==> config.mk <==
export PLATFORM = sky130hd
export DESIGN_NAME = adsr_envelope_flat
export DESIGN_NICKNAME = d
export VERILOG_FILES = /design/src/rtl/adsr_envelope_if.sv /design/src/rtl/adsr_envelope.sv /design/src/flat_wrapper.sv
export SDC_FILE = /design/constraint.sdc
export NUM_CORES = 1
export LEC_CHECK = 0
export BUFFER_PORTS_ARGS = -buffer_cell sky130_fd_sc_hd__buf_2
export CAP_MARGIN = 10
export CORE_MARGIN = 2
export CORE_UTILIZATION = 35
export CTS_CLUSTER_SIZE = 10
export DETAILED_ROUTE_END_ITERATION = 10
export PLACE_DENSITY = 0.61
export SETUP_SLACK_MARGIN = 0.3
export SKIP_CTS_REPAIR_TIMING = 1
export SYNTH_ARGS = -nofsm -noshare
export SYNTH_HDL_FRONTEND = slang
export SYNTH_SLANG_ARGS = --single-unit
export TNS_END_PERCENT = 30
==> constraint.sdc <==
create_clock -name clk -period 15.4 [get_ports clk]
set_input_delay 3.08 -clock clk [delete_from_list [all_inputs] [get_ports clk]]
set_output_delay 3.08 -clock clk [all_outputs]
set_load 0.01 [all_outputs]
==> src/rtl/adsr_envelope_if.sv <==
// adsr_envelope_if: signal bundle between an ADSR envelope and whoever drives it.
//   sample_clock  sample-rate square wave, synchronous to clk
//   gate          1 = key held, 0 = key released
//   attack/decay/release_rate  per-tick step minus one
//   sustain       sustain level, upper byte of the 16-bit target
//   in            signed oscillator sample
//   out           signed enveloped sample (registered)
//   level         envelope level, upper byte of the internal 16-bit level
//   state         envelope phase encoding
// The release rate is named release_rate because "release" is a reserved word.
interface adsr_envelope_if #(
  parameter int BITDEPTH = 14
);
  logic                       sample_clock;
  logic                       gate;
  logic [7:0]                 attack;
  logic [7:0]                 decay;
  logic [7:0]                 sustain;
  logic [7:0]                 release_rate;
  logic signed [BITDEPTH-1:0] in;
  logic signed [BITDEPTH-1:0] out;
  logic [7:0]                 level;
  logic [2:0]                 state;

  modport master (
    output sample_clock, gate, attack, decay, sustain, release_rate, in,
    input  out, level, state
  );

  modport slave (
    input  sample_clock, gate, attack, decay, sustain, release_rate, in,
    output out, level, state
  );
endinterface

==> src/rtl/adsr_envelope.sv <==
// adsr_envelope: ADSR amplitude envelope applied to an oscillator sample.
//   clk    system clock
//   rst_n  asynchronous active-low reset
//   bus    adsr_envelope_if slave: rates, sustain, gate, sample tick source,
//          input sample in; enveloped sample, level and state out.
//
// state   | meaning
// --------+-----------------------------------------------------------
// IDLE    | envelope silent, lvl held at 0
// ATTACK  | lvl rising by attack+1 per tick up to 16'hFFFF
// DECAY   | lvl falling by decay+1 per tick down to the sustain target
// SUSTAIN | lvl tracks {sustain, 8'h00} every tick
// RELEASE | lvl falling by release_rate+1 per tick down to 0
module adsr_envelope #(
  parameter int BITDEPTH = 14
) (
  input logic             clk,
  input logic             rst_n,
  adsr_envelope_if.slave  bus
);

  typedef enum logic [2:0] {
    IDLE    = 3'd0,
    ATTACK  = 3'd1,
    DECAY   = 3'd2,
    SUSTAIN = 3'd3,
    RELEASE = 3'd4
  } state_t;

  state_t      state_q, state_nxt;
  logic [15:0] lvl_q, lvl_nxt;
  logic        sc_d;
  logic        sc_armed;
  logic        tick;

  logic [15:0] s16;
  logic [8:0]  att_step, dec_step, rel_step;
  logic [16:0] att_sum, dec_thr;

  logic signed [BITDEPTH+8:0] prod;
  logic                       unused_prod_bits;

  // sc_d resets low, so a sample_clock already high at reset release would
  // look like a rising edge. sc_armed blocks ticks until sample_clock has
  // been seen low at least once after reset.
  assign tick = bus.sample_clock & ~sc_d & sc_armed;

  assign s16      = {bus.sustain, 8'h00};
  assign att_step = {1'b0, bus.attack} + 9'd1;
  assign dec_step = {1'b0, bus.decay} + 9'd1;
  assign rel_step = {1'b0, bus.release_rate} + 9'd1;
  assign att_sum  = {1'b0, lvl_q} + {8'b0, att_step};
  assign dec_thr  = {1'b0, s16} + {8'b0, dec_step};

  always_comb begin
    state_nxt = state_q;
    lvl_nxt   = lvl_q;
    if (tick) begin
      case (state_q)
        IDLE: begin
          if (bus.gate) state_nxt = ATTACK;
          else          lvl_nxt   = 16'h0000;
        end
        ATTACK: begin
          if (!bus.gate) begin
            state_nxt = RELEASE;
          end else if (att_sum >= 17'h0FFFF) begin
            lvl_nxt   = 16'hFFFF;
            state_nxt = DECAY;
          end else begin
            lvl_nxt = att_sum[15:0];
          end
        end
        DECAY: begin
          if (!bus.gate) begin
            state_nxt = RELEASE;
          end else if ({1'b0, lvl_q} <= dec_thr) begin
            lvl_nxt   = s16;
            state_nxt = SUSTAIN;
          end else begin
            lvl_nxt = lvl_q - {7'b0, dec_step};
          end
        end
        SUSTAIN: begin
          if (!bus.gate) state_nxt = RELEASE;
          else           lvl_nxt   = s16;
        end
        RELEASE: begin
          if (bus.gate) begin
            // retrigger resumes the attack from the current level
            state_nxt = ATTACK;
          end else if (lvl_q <= {7'b0, rel_step}) begin
            lvl_nxt   = 16'h0000;
            state_nxt = IDLE;
          end else begin
            lvl_nxt = lvl_q - {7'b0, rel_step};
          end
        end
        default: begin
          state_nxt = IDLE;
          lvl_nxt   = 16'h0000;
        end
      endcase
    end
  end

  // Signed sample times unsigned 8-bit level; taking bits [BITDEPTH+7:8]
  // is the arithmetic shift right by 8 followed by truncation.
  assign prod             = bus.in * $signed({1'b0, lvl_q[15:8]});
  assign unused_prod_bits = ^{prod[7:0], prod[BITDEPTH+8]};

  always_ff @(posedge clk or negedge rst_n) begin
    if (!rst_n) begin
      sc_d     <= 1'b0;
      sc_armed <= 1'b0;
      state_q  <= IDLE;
      lvl_q    <= 16'h0000;
      bus.out  <= '0;
    end else begin
      sc_d     <= bus.sample_clock;
      sc_armed <= sc_armed | ~bus.sample_clock;
      state_q  <= state_nxt;
      lvl_q    <= lvl_nxt;
      bus.out  <= prod[BITDEPTH+7:8];
    end
  end

  assign bus.level = lvl_q[15:8];
  assign bus.state = state_q;

endmodule

==> src/flat_wrapper.sv <==
// flat-port wrapper written by rule: the top's interface ports become plain ports
module adsr_envelope_flat 
#(
  parameter int BITDEPTH = 14
)
  (clk, rst_n, bus_sample_clock, bus_gate, bus_attack, bus_decay, bus_sustain, bus_release_rate, bus_in, bus_out, bus_level, bus_state);
  adsr_envelope_if #(.BITDEPTH(BITDEPTH)) bus_i ();
  input logic clk;
  input logic rst_n;
  input wire logic [$bits(bus_i.sample_clock)-1:0] bus_sample_clock;
  input wire logic [$bits(bus_i.gate)-1:0] bus_gate;
  input wire logic [$bits(bus_i.attack)-1:0] bus_attack;
  input wire logic [$bits(bus_i.decay)-1:0] bus_decay;
  input wire logic [$bits(bus_i.sustain)-1:0] bus_sustain;
  input wire logic [$bits(bus_i.release_rate)-1:0] bus_release_rate;
  input wire logic [$bits(bus_i.in)-1:0] bus_in;
  output wire logic [$bits(bus_i.out)-1:0] bus_out;
  output wire logic [$bits(bus_i.level)-1:0] bus_level;
  output wire logic [$bits(bus_i.state)-1:0] bus_state;
  assign bus_i.sample_clock = bus_sample_clock;
  assign bus_i.gate = bus_gate;
  assign bus_i.attack = bus_attack;
  assign bus_i.decay = bus_decay;
  assign bus_i.sustain = bus_sustain;
  assign bus_i.release_rate = bus_release_rate;
  assign bus_i.in = bus_in;
  assign bus_out = bus_i.out;
  assign bus_level = bus_i.level;
  assign bus_state = bus_i.state;
  adsr_envelope #(.BITDEPTH(BITDEPTH)) u_core (.clk(clk), .rst_n(rst_n), .bus(bus_i));
endmodule
# Yosys cells after proc, flatten, opt, wreduce, memory -nomap -nowiden
# Cells that the tools add are included.
[op_classes] n_reduce_logical=3 bitwise=5 multipliers=1 magnitude_cmp=3 add_sub_neg=7 n_eq_ne=14 muxes=18
[ops] op="two-way mux 16 bit" n=8
[ops] op="one-hot mux 16 bit (5 select lines)" n=1
[ops] op="adder 16 x 9 -> 17 bit" n=2
[ops] op="subtractor 16 x 9 -> 16 bit" n=2
[ops] op="adder 8 x 1 -> 9 bit, second input constant" n=3
[ops] op="two-way mux 3 bit" n=8
[ops] op="multiplier 14 x 9 -> 22 bit" n=1
[ops] op=">= comparator 17 x 16 -> 1 bit, second input constant" n=1
[ops] op="<= comparator 16 x 17 -> 1 bit" n=1
[ops] op="<= comparator 16 x 9 -> 1 bit" n=1
[ops] op="one-hot mux 3 bit (5 select lines)" n=1
[ops] op="!= test 2 bit, second input constant" n=7
[ops] op="AND reduction 6 bit" n=2
[ops] op="!= test 3 x 2 -> 1 bit, second input constant" n=3
[ops] op="== test 3 x 2 -> 1 bit, second input constant" n=2
[ops] op="== test 3 x 1 -> 1 bit, second input constant" n=1
[ops] op="== test 3 bit, second input constant" n=1
[ops] op="zero test 3 bit" n=1
[ops] op="AND 1 bit" n=2
[ops] op="NOT 1 bit" n=2
[ops] op="bitwise OR 1 bit" n=1
[word_totals] input_bits=50 reg_bits=35 elab_cells=56

# Logic depth before layout (Yosys ltp)
# Gate-level depths: netlist (run 1).
[depth] word_depth=6 ltp_mapped=20

# Worst setup path after synthesis (run 1)
# OpenSTA, ideal clock, no wires.
[synth_path] path_kind="input -> register" from="input bus_in[13]" to="register u_core.bus.out[11]" stages=16 path_slack_ns=8.240 setup_ns=0.133 t_arrival_ns=7.026 n_path_buf=1 cell_sequence="clkbuf_1 nand2_1 fa_1 fa_1 inv_1 fa_1 inv_1 fa_1 inv_1 ha_1 or3_1 a211oi_1 nor2_1 a21o_1 a211oi_1 nor2_1"
[synth_between] elab_chain_len=1
[synth_lines] element="from (decl)" line_no="flat_wrapper.sv:16" text="input wire logic [$bits(bus_i.in)-1:0] bus_in;"
[synth_lines] element="multiplier 14 x 9 -> 22 bit" line_no="adsr_envelope.sv:109" text="assign prod = bus.in * $signed({1'b0, lvl_q[15:8]});"
[synth_lines] element="via u_core.prod[19]" line_no="adsr_envelope.sv:40" text="logic signed [BITDEPTH+8:0] prod;"
[synth_lines] element="to (signal assigned)" line_no="adsr_envelope.sv:124" text="bus.out <= prod[BITDEPTH+7:8];"
[synth_lines] element="to (decl)" line_no="adsr_envelope_if.sv:32" text="output out, level, state"
# The timed path passes the listed nets, and every way through them passes these cells.
# A chain may end at the register's enable or synchronous reset.

# Final worst setup path (run 1)
[layout_path] from="input bus_in[5]" to="register u_core.bus.out[11]"
# Same word-level chain as after synthesis.

==> out/results.tsv, run 1 <==
stage	metric	value	unit
run_status	status	complete, no violations	
pwr	PD cells	112.4	nW/um^2
synthesis	Synth async-reset ratio	100.0	%
synthesis	Main synth FF type	dfrtp_1	
detailed_routing	antenna viol nets, final	0	
synthesis	synth top area cells	fa_1 (23%), ha_1 (13%), dfrtp_1 (11%), inv_1 (6.6%), nand2_1 (5.2%)	
global_route	vias in the first global route	6741	
global_route	largest net degree at the start of global routing	36	
job	maxcap violations	0	
synthesis	Cell variety after synth	67	
critical_path	Slowest-stage cell, CP	fa_1	
die	Die H	152.2	um
timing	RSZ-0062 raised after global routing	false	
layout	most frequent cells in the layout	inv_1 (135), nand2_1 (106), fa_1 (90)	
synthesis	Cell Area, Synth	7691	um^2
detailed_routing	DRC Markers	0	
cts	TritonCTS clock tree	built	
timing	Rel. slew slack	34.80	%
detailed_routing	final WL	20750	um
timing	TNS Setup	0	ps
timing	Final min period	7538	ps
cts	Num CTS Buffers	5	
cts	Reg clk slew, reported paths	70	ps
layout	layout net count	1197	
die	Die ar.	23180	um^2
synthesis	area leader, netlist	fa_1	
placement	Placer Congestion	0.8873	
timing	Clock Skew	8.161	ps
global_route	met2 GRT Util	30.39	%
timing	Final Setup Violations	0	
synthesis	Yosys Warn Count	0	
timing	Peak Freq	132.7	MHz
critical_path	cell seen most often among critical-path stages	fa_1	
global_route	first-pass GRT wire length	34540	um
min_path	worst hold path type	flip-flop to flip-flop	
critical_path	CP Depth	17	
synthesis	Syn Inst Count	925	
die	Initial Util	35.46	%
cts	Clock Latency Late Sink	300	ps
global_route	total grt overflow	0	
detailed_routing	Via-to-Cell Ratio	5.242	
timing	WHS	488.1	ps
critical_path	peak fanout along the critical path	8	
timing	fin crit share	48.95	%
cts	CTS root buf	clkbuf_16	
synthesis	total nets after synthesis	1143	
die	io pins	75	
placement	DPL Wire Length	16440	um
cts	clk buf depth	2	
detailed_routing	TritonRoute pass-1 iters	5	
critical_path	critical path, cell by cell	buf_2, nand2_1, fa_1, inv_1, fa_1, inv_1, fa_1, inv_1, fa_1, ha_1, a2111oi_0, o21ai_0, a211oi_1, nor2_1, a21o_1, a211oi_1, nor2_1	
detailed_routing	DR iter-0 viols	437	
die	total core area	21690	um^2
global_route	GR Util met3	2.418	%
layout	fillers	2222	
critical_path	CP delay by family, top	adder cells	
placement	Setup WS pre-CTS	7588	ps
critical_path	Buf/Inv on CP	4	
detailed_routing	via count	6610	
synthesis	post-synthesis sequential area ratio	11.39	%
pwr	Pleak	4.367	nW
layout	most common cell after layout, fill and taps aside	inv_1	
die	DIE WIDTH	152.2	um
critical_path	Worst Path Arrival	7710	ps
timing	final hold vios	0	
cts	CTS H-tree depth	2	
global_route	All-Layer GR Usage	18.21	%
timing	Slew @ Worst Pin	973.4	ps
die	Rows	54	
synthesis	top-area cell type share of the netlist area	23.43	%
global_route	busiest grt layer	met2	
min_path	worst hold path depth	1	
synthesis	Post-synth EDFFs	0	
critical_path	R2R depth	16	
timing	Slew Viols, Final	0	
layout	share of cells above drive strength 1	10.71	%
layout	fin util	39.10	%
critical_path	critical path capture point type	flip-flop	
placement	port bufs	74	
global_route	initial antenna violation count	0	
pwr	Max VDD drop	0.00004919	V
layout	Layout area overhead	10.25	%
critical_path	Setup crit start kind	input pin	
critical_path	critical path data required time	15570	ps
synthesis	Yosys reg bits	35	
timing	worst setup margin	7862	ps
detailed_routing	post-DR wirelength/cell	16.46	um
cts	clk sinks	35	
critical_path	Crit Path Class	input pin to flip-flop	
global_route	met1 Usage GRT	25.36	%
synthesis	Syn Area/Cell	8.315	um^2
critical_path	CP max stage delay	550	ps
[Yosys cell counts (3+ instances only)]
master / count
nand4_1: 10
nand3_1: 18
xnor2_1: 33
dfrtp_1: 35
a221oi_1: 6
and2_1: 62
inv_1: 135
clkbuf_1: 22
a2111oi_0: 5
o21a_1: 10
nor3_1: 16
o2111ai_1: 6
or3_1: 3
a211oi_1: 7
o21ai_0: 24
nand2b_1: 3
a41oi_1: 3
o221ai_1: 5
o22ai_1: 3
buf_1: 3
a21o_1: 13
xor2_1: 25
a31oi_1: 6
buf_4: 8
o211ai_1: 8
a21oi_1: 42
or2_2: 6
nor2b_1: 10
nor2_1: 50
fa_1: 90
ha_1: 78
o21ai_1: 5
o31ai_1: 3
and3_1: 9
nand2_1: 106
and4_1: 10
a211o_1: 8
[path summary, 6_finish.rpt]
kind,from,to,slack [ps]
setup / recovery,bus_in[5],u_core.bus.out[11],7860
hold / removal,u_core.sc_armed,u_core.sc_armed,490
setup reg to reg,u_core.lvl_q[10],u_core.bus.out[11],10010
hold reg to reg,u_core.sc_armed,u_core.sc_armed,490
max in group asynchronous,rst_n,u_core.lvl_q[5],11910
min in group asynchronous,rst_n,u_core.bus.out[2],2920
[layer usage]
layer	up-vias	share of wire, %	routed length, um
met4	0	1.4	295
met5	-	0	0
met3	23	5.7	1187
met1	3176	46	9464
li1	3222	-	-
met2	189	47	9806
[worst register-to-register path, cell delays in order (launching register included)]
cell and delay (ps):
dfrtp_1 660, buf_4 340, nand2_1 120, fa_1 430, inv_1 90, fa_1 410, ha_1 330, fa_1 480
ha_1 290, nor4bb_1 140, a2111oi_0 520, o21ai_0 410, a211oi_1 390, nor2_1 120, a21o_1 210, a211oi_1 240
nor2_1 60
[power breakdown]
part | switching, mW | leakage [nW] | internal (mW) | total, mW
Clock | 0.0482 | 0.0875 | 0.0816 | 0.130
Combinational | 0.390 | 3.81 | 0.274 | 0.664
Sequential | 0.0460 | 0.467 | 0.113 | 0.159
[flip-flops by register name, indices dropped and copies added, names as in the netlist]
register,cells
u_core.lvl_q,16
u_core.bus.state,3
u_core.sc_d,1
u_core.sc_armed,1
u_core.bus.out,14
[cell families (layout without fill, tap and decap cells)]
kind of cell	count (synthesis)	after routing	share of synthesized area, %
AOI/OAI and AO/OA	177	177	16.09
xor gates and xnor gates	58	58	6.605
adders and majority gates	168	168	36.12
buffers and inverters	169	224	8.736
DFF	35	35	11.39
muxes	2	2	0.2603
other	0	1	0
and+or+nand+nor	316	316	20.81
[final cells by class]
cell class	instances	area [um^2]	area share (%)
multi-input combinational	721	6143	72.45
sequential	35	875.8	10.33
inverter	135	506.7	5.976
timing repair buffer	81	422.9	4.987
tap	280	350.3	4.132
clock buffer	6	138.9	1.638
clock inverter	2	38.79	0.4574
antenna	1	2.502	0.02951
[metrics by stage]
stage	area, um^2	total power [mW]	std cells
global route	8477	1.047	1260
global placement	8299	0.8122	1252
finish	8479	0.9527	1261
floorplan	7691	0.6497	925
CTS	8477	0.9551	1260
detailed placement	8299	0.8155	1252
No activity file was read; power rests on OpenSTA's default activity.
==> run 2, diff against run 1 <==
- PLACE_DENSITY: 0.61 -> 0.63
- clock period: 15.4 -> 6.5 ns (I/O delays scaled with it)
==> out/results.tsv, run 2 (synthesis gave the netlist of run 1 again) <==
stage	metric	value	unit
timing	RSZ-0062 raised after global routing	false	
layout	antenna fix cells	0	
cts	clk buf depth	2	
layout	max FFs per register	16	
placement	Placer Congestion	0.9283	
cts	CTS H-tree depth	2	
die	Die H	152.2	um
timing	Peak Freq	173.9	MHz
pwr	Power, Total	2.199	mW
global_route	initial antenna violation count	0	
timing	Rel. slew slack	32.16	%
timing	Clock Skew	11.63	ps
cts	Reg clk slew, reported paths	70	ps
die	Initial Util	35.46	%
timing	Final min period	5750	ps
timing	fin crit share	88.46	%
timing	Slew Viols, Final	0	
detailed_routing	final WL	20250	um
die	total core area	21690	um^2
cts	CTS root buf	clkbuf_16	
global_route	vias in the first global route	6920	
detailed_routing	Via-to-Cell Ratio	5.274	
timing	Final Setup Violations	0	
detailed_routing	DRC Markers	0	
min_path	worst hold path type	flip-flop to flip-flop	
critical_path	Reg-to-Reg End	u_core.bus.out[13]	
die	Rows	54	
layout	layout net count	1198	
pwr	PD cells	260.0	nW/um^2
global_route	largest net degree at the start of global routing	36	
run_status	status	complete, no violations	
critical_path	R2R depth	16	
cts	Clock Latency Late Sink	300	ps
layout	Reg with most FFs	u_core.lvl_q	
global_route	total grt overflow	0	
critical_path	peak fanout along the critical path	8	
die	DIE WIDTH	152.2	um
pwr	sw power	1.136	mW
detailed_routing	antenna viol nets, final	0	
pwr	Clk network pwr share	11.8	%
min_path	worst hold path depth	1	
pwr	Pleak	4.352	nW
pwr	combinational power share	71.4	%
layout	Layout area overhead	9.940	%
critical_path	reg-to-reg startpoint	u_core.lvl_q[8]	
detailed_routing	DR iter-0 viols	423	
timing	WHS	482.2	ps
pwr	part of the power in registers	16.8	%
critical_path	Setup crit start kind	input pin	
layout	fin util	38.99	%
layout	share of cells above drive strength 1	10.81	%
critical_path	Crit Path Class	input pin to flip-flop	
placement	DPL Wire Length	16420	um
global_route	first-pass GRT wire length	35380	um
critical_path	Worst Path Arrival	5920	ps
job	maxcap violations	0	
timing	TNS Setup	0	ps
layout	most frequent cells in the layout	inv_1 (135), nand2_1 (106), fa_1 (90)	
die	Die ar.	23180	um^2
critical_path	critical path capture point type	flip-flop	
cts	Num CTS Buffers	5	
detailed_routing	post-DR wirelength/cell	16.06	um
placement	Setup WS pre-CTS	415.5	ps
layout	most common cell after layout, fill and taps aside	inv_1	
pwr	P_int	1.063	mW
critical_path	R2R setup slack	1120	ps
placement	port bufs	74	
timing	Slew @ Worst Pin	1013	ps
pwr	switch share	51.66	%
cts	clk sinks	35	
pwr	Max VDD drop	0.0001223	V
min_path	HP Start	u_core.sc_armed	
min_path	Hold EP	u_core.sc_armed	
timing	worst setup margin	749.9	ps
cts	TritonCTS clock tree	built	
detailed_routing	TritonRoute pass-1 iters	5	
critical_path	critical path data required time	6670	ps
global_route	All-Layer GR Usage	18.41	%
die	io pins	75	
detailed_routing	via count	6651	
timing	final hold vios	0	
[run 2: cell types whose count changed in the layout (fill, tap and decap cells not counted)]
cell / change
bufinv_16: -1
clkinvlp_4: +2
diode_2: -1
buf_4: +1
clkbuf_8: -1
[run 2: power groups by stage]
stage / clock, mW / sequential [mW] / combinational [mW]
2_1_floorplan: 0 / 0.319 / 1.22
3_3_place_gp: 0 / 0.370 / 1.54
5_1_grt: 0.277 / 0.379 / 1.79
3_5_place_dp: 0 / 0.370 / 1.56
6_report: 0.260 / 0.369 / 1.57
4_1_cts: 0.270 / 0.367 / 1.57
[run 2: how the worst max path moves through the flow]
stage,from,to,slack (ps)
floorplan,bus_in[13],u_core.bus.out[11],1120
global placement,bus_in[5],u_core.bus.out[11],540
detailed placement,bus_in[5],u_core.bus.out[11],420
CTS,bus_in[5],u_core.bus.out[11],730
global route,bus_in[5],u_core.bus.out[11],350
finish,bus_in[5],u_core.bus.out[11],750
[run 2: layer usage]
layer  track usage [%]  wire length (um)
met1             26.08              9649
met2             29.41              9177
met3             2.617               996
met4             5.162               424
met5                 0                 0
[run 2: critical path, stage by stage]
cell	delay, ps
buf_2	160
nand2_1	90
fa_1	560
inv_1	50
fa_1	490
inv_1	50
fa_1	470
inv_1	50
fa_1	470
ha_1	230
a2111oi_0	480
o21ai_0	420
a211oi_1	450
nor2_1	130
a21o_1	210
a211oi_1	230
nor2_1	60
[run 2: final cells by class]
| type | count | area [um^2] |
|---|---|---|
| Inverter | 135 | 506.7 |
| Clock inverter | 3 | 23.77 |
| Fill cell | 2230 | 13230 |
| Multi-Input combinational cell | 721 | 6143 |
| Clock buffer | 5 | 125.1 |
| Tap cell | 280 | 350.3 |
| Timing Repair Buffer | 82 | 430.4 |
| Sequential cell | 35 | 875.8 |
[run 2: stage by stage]
step / std cells / instance area (um^2)
detailed placement: 1253 / 8307
floorplan: 925 / 7691
finish: 1261 / 8456
CTS: 1261 / 8456
global route: 1261 / 8456
global placement: 1253 / 8307
